--- config.mk ---
export PLATFORM = sky130hd
export DESIGN_NAME = afu_port_flr_quiesce
export DESIGN_NICKNAME = d
export VERILOG_FILES = /design/src/rtl/afu_port_flr_quiesce.sv
export SDC_FILE = /design/constraint.sdc
export NUM_CORES = 1
export LEC_CHECK = 0
export ABC_AREA = 1
export CAP_MARGIN = 20
export CORE_AREA = 2 2 407 409
export DETAILED_ROUTE_END_ITERATION = 16
export DIE_AREA = 0 0 409 411
export PLACE_DENSITY = 0.3
export SYNTH_ARGS = -nofsm -noshare
export SYNTH_HDL_FRONTEND = slang
export SYNTH_SLANG_ARGS = --single-unit
--- constraint.sdc ---
create_clock -name clk -period 2.05 [get_ports clk]
set_clock_uncertainty 0.15 [all_clocks]
set_input_delay 0.41 -clock clk [delete_from_list [all_inputs] [get_ports clk]]
set_output_delay 0.41 -clock clk [all_outputs]
set_load 0.02 [all_outputs]
--- src/rtl/afu_port_flr_quiesce.sv ---
// Per-port FLR quiesce: stops AFU TX at a packet boundary, holds the AFU in reset, then acks.
// Optional statistics counters are enabled by defining FLR_QUIESCE_STATS_EN.
module afu_port_flr_quiesce #(
    parameter int unsigned TDATA_W         = 512,
    parameter int unsigned TUSER_W         = 10,
    parameter int unsigned RST_HOLD_CYCLES = 16,
    parameter int unsigned DRAIN_TIMEOUT   = 4096
) (
    input  logic               clk,
    input  logic               rst,
    input  logic               flr_req,
    output logic               flr_done,
    output logic               afu_rst_n,
    output logic               drain_to_err,
    input  logic               s_tx_tvalid,
    output logic               s_tx_tready,
    input  logic               s_tx_tlast,
    input  logic [TDATA_W-1:0] s_tx_tdata,
    input  logic [TUSER_W-1:0] s_tx_tuser,
    output logic               m_tx_tvalid,
    input  logic               m_tx_tready,
    output logic               m_tx_tlast,
    output logic [TDATA_W-1:0] m_tx_tdata,
    output logic [TUSER_W-1:0] m_tx_tuser
`ifdef FLR_QUIESCE_STATS_EN
    ,
    output logic [15:0]        stat_flr_cnt,
    output logic [15:0]        stat_to_cnt
`endif
);

    localparam int unsigned HOLD_W  = $clog2(RST_HOLD_CYCLES + 1);
    localparam int unsigned DRAIN_W = $clog2(DRAIN_TIMEOUT + 1);

    typedef enum logic [1:0] {
        S_IDLE,
        S_DRAIN,
        S_HOLD,
        S_DONE
    } state_t;

    state_t              state;
    logic                in_pkt;
    logic [HOLD_W-1:0]   hold_cnt;
    logic [DRAIN_W-1:0]  drain_cnt;

    logic gate_open;
    logic beat_acc;
    logic drain_exit;
    logic drain_to;
    logic hold_end;

    // Zero-latency TX gate; forced shut while rst is asserted.
    assign gate_open   = !rst && ((state == S_IDLE) || ((state == S_DRAIN) && in_pkt));
    assign m_tx_tvalid = s_tx_tvalid && gate_open;
    assign s_tx_tready = rst ? 1'b0 : (gate_open ? m_tx_tready : (state == S_HOLD));
    assign m_tx_tlast  = s_tx_tlast;
    assign m_tx_tdata  = s_tx_tdata;
    assign m_tx_tuser  = s_tx_tuser;

    assign beat_acc   = m_tx_tvalid && m_tx_tready;
    assign drain_exit = (state == S_DRAIN) && (!in_pkt || (beat_acc && s_tx_tlast));
    assign drain_to   = (state == S_DRAIN) && !drain_exit &&
                        (drain_cnt == DRAIN_W'(DRAIN_TIMEOUT - 1));
    assign hold_end   = (state == S_HOLD) && !flr_req &&
                        (hold_cnt == HOLD_W'(RST_HOLD_CYCLES - 1));

    always_ff @(posedge clk) begin
        if (rst) begin
            state        <= S_IDLE;
            in_pkt       <= 1'b0;
            hold_cnt     <= '0;
            drain_cnt    <= '0;
            afu_rst_n    <= 1'b0;
            flr_done     <= 1'b0;
            drain_to_err <= 1'b0;
        end else begin
            flr_done     <= 1'b0;
            drain_to_err <= 1'b0;
            afu_rst_n    <= 1'b1;
            if (beat_acc) begin
                in_pkt <= !s_tx_tlast;
            end
            unique case (state)
                S_IDLE: begin
                    if (flr_req) begin
                        state     <= S_DRAIN;
                        drain_cnt <= '0;
                    end
                end
                S_DRAIN: begin
                    if (drain_exit || drain_to) begin
                        state     <= S_HOLD;
                        hold_cnt  <= '0;
                        afu_rst_n <= 1'b0;
                    end else begin
                        drain_cnt <= drain_cnt + DRAIN_W'(1);
                    end
                    // Timeout abandons the open packet; downstream sees it truncated.
                    if (drain_to) begin
                        drain_to_err <= 1'b1;
                        in_pkt       <= 1'b0;
                    end
                end
                S_HOLD: begin
                    if (flr_req) begin
                        hold_cnt  <= '0;
                        afu_rst_n <= 1'b0;
                    end else if (hold_end) begin
                        state    <= S_DONE;
                        flr_done <= 1'b1;
                    end else begin
                        hold_cnt  <= hold_cnt + HOLD_W'(1);
                        afu_rst_n <= 1'b0;
                    end
                end
                S_DONE: begin
                    if (flr_req) begin
                        state     <= S_DRAIN;
                        drain_cnt <= '0;
                    end else begin
                        state <= S_IDLE;
                    end
                end
                default: state <= S_IDLE;
            endcase
        end
    end

`ifdef FLR_QUIESCE_STATS_EN
    // Saturating event counters, updated on the same edge that raises the matching pulse.
    always_ff @(posedge clk) begin
        if (rst) begin
            stat_flr_cnt <= '0;
            stat_to_cnt  <= '0;
        end else begin
            if (hold_end && (stat_flr_cnt != 16'hFFFF)) begin
                stat_flr_cnt <= stat_flr_cnt + 16'd1;
            end
            if (drain_to && (stat_to_cnt != 16'hFFFF)) begin
                stat_to_cnt <= stat_to_cnt + 16'd1;
            end
        end
    end
`endif

endmodule

Word-level counts from Yosys, hierarchy flattened
Cells that the tools add are included.
{"block": "totals", "ff_bits": 24, "input_bits": 528, "output_inout_bits": 528}
{"block": "classes", "add_sub_neg": 2, "eq_ne": 12, "mux": 23, "bitwise_logic": 2, "reduce_logical": 27}
{"operator": "$mux 13", "count": 2}
{"operator": "$pmux 13 s2", "count": 1}
{"operator": "$mux 5", "count": 3}
{"operator": "$add 13x1->13 const B", "count": 1}
{"operator": "$eq 13x12->1 const B", "count": 1}
{"operator": "$logic_and 1x1->1", "count": 10}
{"operator": "$mux 1", "count": 10}
{"operator": "$pmux 5 s2", "count": 1}
{"operator": "$mux 2", "count": 4}
{"operator": "$ne 2x2->1 const B", "count": 4}
{"operator": "$pmux 2 s4", "count": 1}
{"operator": "$reduce_and 3->1", "count": 2}
{"operator": "$reduce_or 2->1", "count": 3}
{"operator": "$add 5x1->5 const B", "count": 1}
{"operator": "$eq 5x4->1 const B", "count": 1}
{"operator": "$logic_not 1->1", "count": 5}
{"operator": "$eq 2x2->1 const B", "count": 2}
{"operator": "$ne 2x1->1 const B", "count": 2}
{"operator": "$reduce_and 4->1", "count": 1}
{"operator": "$reduce_bool 2->1", "count": 2}
{"operator": "$logic_or 1x1->1", "count": 3}
{"operator": "$ne 3x3->1 const B", "count": 1}
{"operator": "$eq 2x1->1 const B", "count": 1}
{"operator": "$logic_not 2->1", "count": 1}
{"operator": "other kinds (2)", "count": 3}

Logic depth before layout (Yosys ltp)
{"block": "depth", "depth_word": 15, "depth_mapped": 11}

Worst setup path before layout
No wires, ideal clock.
{"block": "synth_timing", "path_kind": "register to output", "from": "register state[1]", "to": "output s_tx_tready", "arrival_time_ns": 1.201, "t_required_ns": 1.490, "path_slack_ns": 0.289, "stages_incl_launch_ff": 6, "path_buffers": 0, "path_cell_list": "dfxtp_1 -> inv_1 -> ha_1 -> nand2_1 -> nand3_1 -> a21oi_1"}
{"block": "synth_between", "elab_chain_len": 6, "word_cells_on_any_way": 8}
{"element": "start, declared", "line": "42", "text": "state_t state;"}
{"element": "start signal, assigned", "line": "70", "text": "state <= S_IDLE;"}
{"element": "start signal, assigned", "line": "87", "text": "state <= S_DRAIN;"}
{"element": "start signal, assigned", "line": "93", "text": "state <= S_HOLD;"}
{"element": "$eq 2x1->1", "line": "54", "text": "assign gate_open = !rst && ((state == S_IDLE) || ((state == S_DRAIN) && in_pkt));"}
{"element": "$logic_and 1x1->1", "line": "54"}
{"element": "$logic_or 1x1->1", "line": "54"}
{"element": "$logic_and 1x1->1", "line": "54"}
{"element": "$mux 1 * (2 in a row)", "line": "56", "text": "assign s_tx_tready = rst ? 1'b0 : (gate_open ? m_tx_tready : (state == S_HOLD));"}
{"element": "end, declared", "line": "16", "text": "output logic s_tx_tready,"}
Every way passes the cells marked *; elsewhere a longest branch is shown, timed or not.

Final worst setup path
Ends and elaborated chain as after synthesis.

==> flow_metrics.tcl <==
set metrics [dict create \
    drt-initial-drc-count 151 \
    num_io_pins 1056 \
    synthToLayoutAreaGrowth_pct -11.9 \
    wl_mm 73.2 \
    worstMarginPinSlew_ps 334 \
    path_cells "buf_4 -> ha_4 -> nand3_2 -> a21oi_2 -> buf_6 -> buf_12" \
    yosysWarnings 0 \
    synth-edff-count 0 \
    die_area_mm2 0.168 \
    finalCritPeriodShare_pct 98.2 \
    grt.total_usage_pct 8.23 \
    synth_ff_type "dfxtp_1" \
    setup.worst_path.start_class "flop" \
    synth_top_area_share_pct 71.0 \
    crit_type "flop to primary output" \
    cp_max_fo 7 \
    ir_drop_uv 514 \
    hold_path_class "flop to flop" \
    synth.area.top_cells "buf_4, dfxtp_1, nand2_1" \
    final_cell_count_no_fill 2465 \
    final_cell_mix "nand2_1, nor2_1, buf_4" \
    syn_avg_cell_area_um2 7.28 \
    clock_path_buffers 2 \
    core.rowCount 149 \
    critPathMaxStageDelay_ps 380 \
    slew_violations 0 \
    grt_pass1_vias 2674 \
    utilization_pct 2.97 \
    grt_pass1_wl_mm 78.9 \
    fin_crit_ps 2010 \
    slowest_stage "dfxtp_4" \
    htree_levels 1 \
    synth_nets 1296 \
    start_util_pct 3.37 \
    power.density_mw_per_mm2 694 \
    via_per_inst 1.11 \
    grt_max_degree 21 \
    diodes 0 \
    synth_area_leader_cell "buf_4" \
    vias 2748 \
    final_net_count 813 \
    maxCapViolCount 0 \
    clkSinkCount 24 \
    grt_setup_unrepaired "yes" \
    insertion_delay_ps 270 \
    root_buffer "clkbuf_16" \
    die_y_um 411 \
    drt-pass1-iter-count 4 \
    status "finished clean" \
    holdBufCountCts 0 \
    tritoncts "yes" \
    setup_tns_ps 0 \
    io_buffers 11 \
    syn_area_mm2 0.00553 \
    synth_cell_type_count 29 \
    place_hpwl_mm 70.0 \
    hold_viol 0 \
    worstPathRequired_ps 1490 \
    synth.ff_latch_count 24 \
    gp_congestion 0.771 \
    antenna_found_initial 1 \
    cts_inserted_buffers 3 \
    async_flop_share_pct 0 \
    holdWs_ps 335 \
    seq_area_frac_synth_pct 8.69 \
    worst_slack_ps 36.5 \
    worstPathArrival_ps 1450 \
    max_freq_ghz 0.497 \
    final_common_cell "nand2_1" \
    ant_nets 0 \
    power_leakage_nw 0.996 \
    drt-wirelength-per-cell_um 29.7 \
    drive_gt1_share_pct 27.9 \
    cp-end-kind "primary output" \
    coreArea_mm2 0.164 \
    clkTransAtPathRegs_ps 70 \
    fp.dieW_um 409 \
    slew_headroom_pct 77.7 \
    grt-ovfl-total 0 \
    dpl.cell_count 2455 \
    synthCells 760 \
    pre_cts_ws_ps -192 \
    drc 0 \
    setup_violations 0 \
]
[sequential cells by signal (all words and copies together) (netlist names)]
| signal | cells |
|---|---|
| state | 2 |
| in_pkt | 1 |
| drain_cnt | 13 |
| flr_done | 1 |
| hold_cnt | 5 |
| afu_rst_n | 1 |
| drain_to_err | 1 |
[routing by layer]
metal / track usage, % / wire (µm) / part of all wire (%) / vias to the layer above
met5: 0.791 / 134 / 0.18 / -
met2: 13.1 / 33100 / 45 / 782
met4: 2.07 / 2020 / 2.8 / 4
met3: 16.9 / 31500 / 43 / 142
met1: 2.02 / 6450 / 8.8 / 973
li1: - / - / - / 847
[report_power, final]
group	switching [mW]	internal [mW]
logic	1.09	0.923
clock network	0.197	0.300
registers	0.213	0.654
[Yosys cell counts (4+ instances only)]
cell / number
buf_4: 523
nand2_2: 4
inv_1: 23
ha_1: 8
nand2_1: 55
o21ai_0: 5
nor2_1: 35
a21oi_1: 21
nand3_2: 8
nand3_1: 24
dfxtp_1: 24
[per-stage QoR]
stage | instance area, µm² | power [mW]
floorplan | 5530 | 3.48
finish | 4870 | 3.38
global route | 4870 | 3.71
CTS | 4810 | 3.34
detailed placement | 4650 | 2.68
global placement | 4650 | 2.70
[critical path: cells and delay by family (launching register included)]
family / cells / cell delay, ps
buffers and inverters: 3 / 400
DFF: 1 / 380
adders and majority gates: 1 / 160
AOI/OAI and AO/OA: 1 / 150
and+or+nand+nor: 1 / 80
[final cells by class]
class                      count  area, µm²
fill                       19600     159000
inverter                      24       95.1
sequential                    24        488
tap                         2189       2740
clock buffer                   4       88.8
multi-input combinational    182       1060
timing repair buffer          42        400
[worst paths after layout]
kind / slack, ps / start / end / cells past startpoint
setup / recovery: 40 / state[1]$_SDFFE_PP0P_ / s_tx_tready / 6
hold / removal: 340 / hold_cnt[4]$_SDFFE_PP0P_ / hold_cnt[4]$_SDFFE_PP0P_ / 2
setup reg to reg: 140 / state[1]$_SDFFE_PP0P_ / state[0]$_SDFFE_PP0P_ / 12
hold reg to reg: 340 / hold_cnt[4]$_SDFFE_PP0P_ / hold_cnt[4]$_SDFFE_PP0P_ / 2
[cells by family (layout without fill, tap and decap cells)]
kind of cell | after synthesis | count (layout) | share of synthesized area (%)
flip-flops | 24 | 24 | 8.69
buffers and inverters | 554 | 70 | 73.5
adder cells (fa/ha/maj) | 8 | 8 | 1.81
AO/OA/AOI/OAI | 34 | 34 | 3.64
AND/OR/NAND/NOR | 140 | 140 | 12.4
[what timing repair did]
action	in CTS	in global routing
pin swaps	2	3
gates resized for setup	20	8
setup endpoints to repair	2	9
setup buffers	2	4
endpoints found under the hold margin	0	0
No activity file was read; power rests on OpenSTA's default activity.
